`src/rtl/muldiv_unit.sv`:
```
// Iterative RV32M multiply/divide unit: MUL/MULH/MULHSU/MULHU/DIV/DIVU/REM/REMU.
// Latency: N+2 cycles (N = DATA_WIDTH/BITS_PER_CYCLE); divide-by-zero and signed overflow take a 1-edge fast path.
// Backpressure: single op in flight; result held in DONE until out_ready_i; in_ready_o only in IDLE.
//
// Ports:
//   clk_i, rst_i                  clock, synchronous active-high reset
//   in_valid_i/in_ready_o         request handshake (op_i, a_i, b_i latched on accept)
//   flush_i                       abort any in-flight op, drop a pending result
//   out_valid_o/out_ready_i       result handshake (res_o)
//   busy_o                        unit not idle
module muldiv_unit #(
  parameter int DATA_WIDTH     = 32,
  parameter int BITS_PER_CYCLE = 1
) (
  input  logic                  clk_i,
  input  logic                  rst_i,
  input  logic                  in_valid_i,
  output logic                  in_ready_o,
  input  logic [2:0]            op_i,
  input  logic [DATA_WIDTH-1:0] a_i,
  input  logic [DATA_WIDTH-1:0] b_i,
  input  logic                  flush_i,
  output logic                  out_valid_o,
  input  logic                  out_ready_i,
  output logic [DATA_WIDTH-1:0] res_o,
  output logic                  busy_o
);

  localparam int W  = DATA_WIDTH;
  localparam int B  = BITS_PER_CYCLE;
  localparam int N  = W / B;
  localparam int CW = (N > 1) ? $clog2(N) : 1;
  localparam logic [CW-1:0] CNT_INIT = CW'(N - 1);

  typedef enum logic [1:0] {IDLE, CALC, FIX, DONE} state_t;

  state_t          state, state_nxt;
  logic [CW-1:0]   cnt;
  logic [2*W-1:0]  acc;    // multiply: {partial high, multiplier}; divide: {remainder, dividend/quotient}
  logic [W-1:0]    opb;    // multiplicand or divisor magnitude
  logic [2:0]      op_q;
  logic            neg_q;  // final result must be negated

  // ---------------- request decode ----------------
  logic         a_sgn, b_sgn, a_neg, b_neg, neg_in;
  logic         b_zero, ovf, fast, accept, handoff;
  logic [W-1:0] a_mag, b_mag, fast_res;

  assign in_ready_o = (state == IDLE) && !rst_i;
  assign accept     = in_valid_i && in_ready_o && !flush_i;
  assign handoff    = (state == DONE) && out_valid_o && out_ready_i;

  assign a_sgn  = !(op_i == 3'b011 || op_i == 3'b101 || op_i == 3'b111);
  assign b_sgn  = (op_i == 3'b000 || op_i == 3'b001 || op_i == 3'b100 || op_i == 3'b110);
  assign a_neg  = a_sgn && a_i[W-1];
  assign b_neg  = b_sgn && b_i[W-1];
  // The magnitude of the most negative value is 2^(W-1), which still fits unsigned.
  assign a_mag  = a_neg ? -a_i : a_i;
  assign b_mag  = b_neg ? -b_i : b_i;
  // Remainder takes the dividend's sign; everything else is the xor of operand signs.
  assign neg_in = (op_i == 3'b110) ? a_neg : (a_neg ^ b_neg);

  assign b_zero = (b_i == '0);
  assign ovf    = (a_i == {1'b1, {(W-1){1'b0}}}) && (b_i == '1);
  // Only signed div/rem (op[0]=0) can overflow.
  assign fast   = op_i[2] && (b_zero || (!op_i[0] && ovf));

  always_comb begin
    fast_res = '0;
    if (b_zero) fast_res = op_i[1] ? a_i : '1;
    else        fast_res = op_i[1] ? '0  : a_i;
  end

  // ---------------- one iteration ----------------
  logic [W+B-1:0] mpart, msum;
  logic [W-1:0]   rq, qq;
  logic [W:0]     trial;
  logic [2*W-1:0] mul_nxt, div_nxt;

  always_comb begin
    // Shift-add: add multiplicand * low B multiplier bits into the high half, then shift right by B.
    mpart = '0;
    for (int i = 0; i < B; i++) begin
      if (acc[i]) mpart = mpart + ({{B{1'b0}}, opb} << i);
    end
    msum    = {{B{1'b0}}, acc[2*W-1:W]} + mpart;
    mul_nxt = {msum, acc[W-1:B]};

    // Restoring division, B quotient bits shifted in from the LSB side.
    rq    = acc[2*W-1:W];
    qq    = acc[W-1:0];
    trial = '0;
    for (int i = 0; i < B; i++) begin
      trial = {rq, qq[W-1]};
      qq    = {qq[W-2:0], 1'b0};
      if (trial >= {1'b0, opb}) begin
        trial = trial - {1'b0, opb};
        qq[0] = 1'b1;
      end
      rq = trial[W-1:0];
    end
    div_nxt = {rq, qq};
  end

  // ---------------- sign fix-up and result select ----------------
  logic [2*W-1:0] prod;
  logic [W-1:0]   quo, rmd, fix_res;

  always_comb begin
    prod    = neg_q ? -acc : acc;
    quo     = neg_q ? -acc[W-1:0] : acc[W-1:0];
    rmd     = neg_q ? -acc[2*W-1:W] : acc[2*W-1:W];
    fix_res = rmd;
    case (op_q)
      3'b000:                 fix_res = prod[W-1:0];
      3'b001, 3'b010, 3'b011: fix_res = prod[2*W-1:W];
      3'b100, 3'b101:         fix_res = quo;
      default:                fix_res = rmd;
    endcase
  end

  // ---------------- FSM ----------------
  always_comb begin
    state_nxt = state;
    case (state)
      IDLE: if (accept) state_nxt = fast ? DONE : CALC;
      CALC: if (cnt == '0) state_nxt = FIX;
      FIX:  state_nxt = DONE;
      DONE: if (handoff) state_nxt = IDLE;
      default: state_nxt = IDLE;
    endcase
    if (flush_i) state_nxt = IDLE;
  end

  always_ff @(posedge clk_i) begin
    if (rst_i) begin
      state       <= IDLE;
      cnt         <= '0;
      acc         <= '0;
      opb         <= '0;
      op_q        <= '0;
      neg_q       <= 1'b0;
      res_o       <= '0;
      out_valid_o <= 1'b0;
      busy_o      <= 1'b0;
    end else begin
      state  <= state_nxt;
      busy_o <= (state_nxt != IDLE);
      // Valid rises leaving FIX, or one edge after a fast-path entry into DONE
      // (res_o was already loaded at accept); it holds until handoff or flush.
      out_valid_o <= !flush_i && ((state == FIX) || ((state == DONE) && !handoff));
      case (state)
        IDLE: begin
          if (accept) begin
            op_q  <= op_i;
            neg_q <= neg_in;
            acc   <= {{W{1'b0}}, a_mag};
            opb   <= b_mag;
            cnt   <= CNT_INIT;
            if (fast) res_o <= fast_res;
          end
        end
        CALC: begin
          acc <= op_q[2] ? div_nxt : mul_nxt;
          cnt <= cnt - CW'(1);
        end
        FIX:  res_o <= fix_res;
        default: ;
      endcase
    end
  end

endmodule

```
`config.mk`:
```
export PLATFORM = sky130hd
export DESIGN_NAME = muldiv_unit
export DESIGN_NICKNAME = d
export VERILOG_FILES = /design/src/rtl/muldiv_unit.sv
export SDC_FILE = /design/constraint.sdc
export NUM_CORES = 1
export LEC_CHECK = 0
export CAP_MARGIN = 25
export CELL_PAD_IN_SITES_DETAIL_PLACEMENT = 1
export CELL_PAD_IN_SITES_GLOBAL_PLACEMENT = 1
export CORE_AREA = 5 5 185 187
export CTS_BUF_LIST = sky130_fd_sc_hd__clkbuf_8
export CTS_CLUSTER_DIAMETER = 200
export DETAILED_ROUTE_END_ITERATION = 10
export DIE_AREA = 0 0 190 192
export PLACE_DENSITY = 0.8
export SYNTH_ARGS = -nofsm -noshare
export SYNTH_HDL_FRONTEND = slang
export SYNTH_SLANG_ARGS = --single-unit
```
`constraint.sdc`:
```
create_clock -name clk_i -period 5.1 [get_ports clk_i]
set_input_delay 0.765 -clock clk_i [delete_from_list [all_inputs] [get_ports clk_i]]
set_output_delay 0.765 -clock clk_i [all_outputs]
set_load 0.02 [all_outputs]
```
==> summary.md <==
| Metric | Value |
|---|---|
| Pin count of the biggest net entering global routing | 81 |
| H-tree depth | 4 |
| Max-cap violations | 0 |
| Placed cell areas | 0.01568 mm2 |
| Maximum VDD drop | 0.1652 mV |
| Setup TNS | 0 ns |
| Detail Route Antenna Nets | 0 |
| Fmax | 229.2 MHz |
| Pins Over Slew Limit | 0 |
| # rows | 66 |
| Number of global-route vias before repair | 15720 |
| Die width | 190 um |
| Top_reg_cell synth | dfxtp_1 |
| CP Class | in2reg |
| CP Max Fanout | 19 |
| Postcts setup bufs | 0 |
| Syn_area_per_cell | 7.243 um2 |
| Drt wl/cell | 23.00 um |
| Total Wirelength | 56280 um |
| Critical path's top delay family | simple AND/OR/NAND/NOR gates |
| Synth Register Bits | 141 |
| Initial antenna violation count | 2 |
| Leading area contributor after synthesis | dfxtp_1 |
| Pre-CTS WS | 0.2489 ns |
| Seq/Total Area, Yosys | 0.1975 |
| CP startpoint kind | input pin |
| Leakage | 5.915 nW |
| Synthesized instance count | 1973 |
| Most frequent cell after synthesis | nor2_1 |
| RSZ-0062 raised after global routing | false |
| Layout cells sized above 1 | 0.05736 |
| Number of flops mapped to enable cells by yosys | 0 |
| Gr usage total | 0.3003 |
| Sequential cell area | 0.002825 mm2 |
| Finished layout cell area | 0.01608 mm2 |
| Slowest cell on the critical path | or4_4 |
| Outcome | finished clean |
| IO Pins | 107 |
| Via density | 6.398 |
| Worst Skew | 0.02013 ns |
| Footprint of the multi-input gates | 0.01066 mm2 |
| Remaining global-route overflow | 0 |
| Hold Vio Cnt, Final | 0 |
| Estimated wirelength of the detail-placed design | 43440 um |
| Clk sinks | 141 |
| Clock buffer depth | 2 |
| Worst Setup End Kind | flop |
| Worst setup margin | 0.7364 ns |
| P&R area growth vs syn | 12.48% |
| PortBufs | 106 |
| DR vias | 15660 |
| Filler instances | 4054 |
| CTS buffer count | 17 |
| CTS Hold Bufs | 0 |
| Setup violations, final | 0 |
| Synth cell count leaders | nor2_1, a21oi_1, nand2_1, dfxtp_1, o21ai_0 |
| First-pass GRT wire length | 87440 um |
| # DRC | 0 |
| Ranking of synthesized cells by area | dfxtp_1, ha_1, a21oi_1, a211oi_1, nor2_1 |
| Slew HR | 0.3670 |
| Worst EP arrival | 4.72 ns |
| Net Count, Synth | 2117 |
| Clock Latency Late Sink | 0.51 ns |
| Chip Height | 192 um |
| CTS tree | yes |
| CP cell instances | clkdlybuf4s50_1 > or4_4 > or4_4 > or4_4 > or4_4 > o21a_4 > nor2_8 > buf_4 > o21ai_0 > a32oi_1 > nor3_1 |
| Nets@finish | 2136 |
| Clock transition at the registers of the reported paths | 0.09 ns |
| Synth async-reset ratio | 0 |
| Effective utilization at floorplan | 0.4426 |
| Top cell type's share of synthesized area | 0.1975 |
| GPL Wtd Cong | 0.9704 |
| Root buffer cell | clkbuf_8 |
| N_diodes | 0 |
| Top cell by count, worst path | or4_4 |
| Worst Tran Pin Value | 0.9256 ns |
| Yosys warnings | 0 |
| Util after Layout | 0.4979 |
| Worst path max stage delay | 0.65 ns |
| 1st-pass router iterations | 5 |
| Area of the mapped netlist | 0.01429 mm2 |
| Die Area | 0.03648 mm2 |
| Fin crit period | 4.364 ns |
| HP Class | reg2reg |
| Post-cts resize count | 0 |
| Core area | 0.03229 mm2 |
| CP bufs+invs | 2 |
| WP data required | 5.45 ns |
| Ratio of total power to cell area | 200.2 mW/mm2 |
| Starting DRT DRC Count | 1220 |
| Crit share post-route | 0.8556 |
| Synth cell types | 79 |
stage by stage:
stage / power [W] / hold WS [ns] / cells
after detailed placement: 0.002245 / 0.4498 / 2415
after floorplan: 0.001889 / 0.4319 / 1973
after global routing: 0.003362 / 0.4905 / 2447
after CTS: 0.003204 / 0.4609 / 2447
after global placement: 0.002217 / 0.4414 / 2415
final: 0.003218 / 0.4550 / 2447
placed cells by master, fill, tap and decap left out, types with 33 or more instances in the layout:
cell type,count
a211oi_1,105
a21o_1,33
a21oi_1,174
buf_4,41
clkdlybuf4s50_1,105
dfxtp_1,139
ha_1,70
inv_1,74
mux2i_1,67
nand2_1,163
nand3_1,33
nor2_1,195
nor3_1,44
o21ai_0,141
xnor2_1,82
xor2_1,71
cell families after synthesis:
kind of cell / share of synthesized area
adder cells (fa/ha/maj): 0.07669
multiplexers: 0.05008
AO/OA/AOI/OAI: 0.3127
flip-flops: 0.1975
AND/OR/NAND/NOR: 0.2085
buffers and inverters: 0.06067
XOR/XNOR: 0.09377
registers in the layout (all words and copies together) (netlist names):
name and cells:
op_q 3, acc 64, out_valid_o 1, res_o 32, state 2, cnt 5, busy_o 1, neg_q 1
opb 32
worst reg2reg max path: stages, from the launching register on:
cell and delay [ns]:
dfxtp_1 0.43, inv_1 0.69, ha_1 0.38, and4b_1 0.38
nand4_1 0.34, nor2_1 0.52, nor3b_1 0.10, a31oi_1 0.16
nor2_1 0.08, a2111oi_0 0.56, buf_4 0.21, a211oi_1 0.04
power by group:
group	internal (W)	total, W	switching, W
logic	0.000399	0.00103	0.000633
clock network	0.000447	0.000976	0.000529
registers	0.00114	0.00121	0.0000649
total	0.00199	0.00322	0.00123
routing by layer:
layer / GRT usage / vias up / wire length [um]
met5: 0 / - / 12
met3: 0.05834 / 91 / 3863
met4: 0.08292 / 2 / 1274
met1: 0.3982 / 7735 / 24700
li1: - / 7334 / -
met2: 0.4992 / 493 / 26430
cell type report:
| type | count | share of cell area |
|---|---|---|
| Inverter | 72 | 0.01681 |
| Multi-Input combinational cell | 1613 | 0.6629 |
| Clock inverter | 14 | 0.008951 |
| Sequential cell | 141 | 0.1757 |
| Clock buffer | 18 | 0.01541 |
| Tap cell | 442 | 0.03440 |
| Timing Repair Buffer | 147 | 0.08577 |
path summary, 6_finish.rpt:
check	slack (ns)	from	to	cells past startpoint
worst max-delay path	0.74	b_i[10]	res_o[4]$_SDFFE_PP0P_	11
worst min-delay path	0.46	opb[16]$_SDFFE_PP0P_	opb[16]$_SDFFE_PP0P_	2
worst max register to register	1.06	acc[0]$_SDFFE_PP0P_	res_o[26]$_SDFFE_PP0P_	11
worst min register to register	0.46	opb[16]$_SDFFE_PP0P_	opb[16]$_SDFFE_PP0P_	2
No activity file was read; power rests on OpenSTA's default activity.
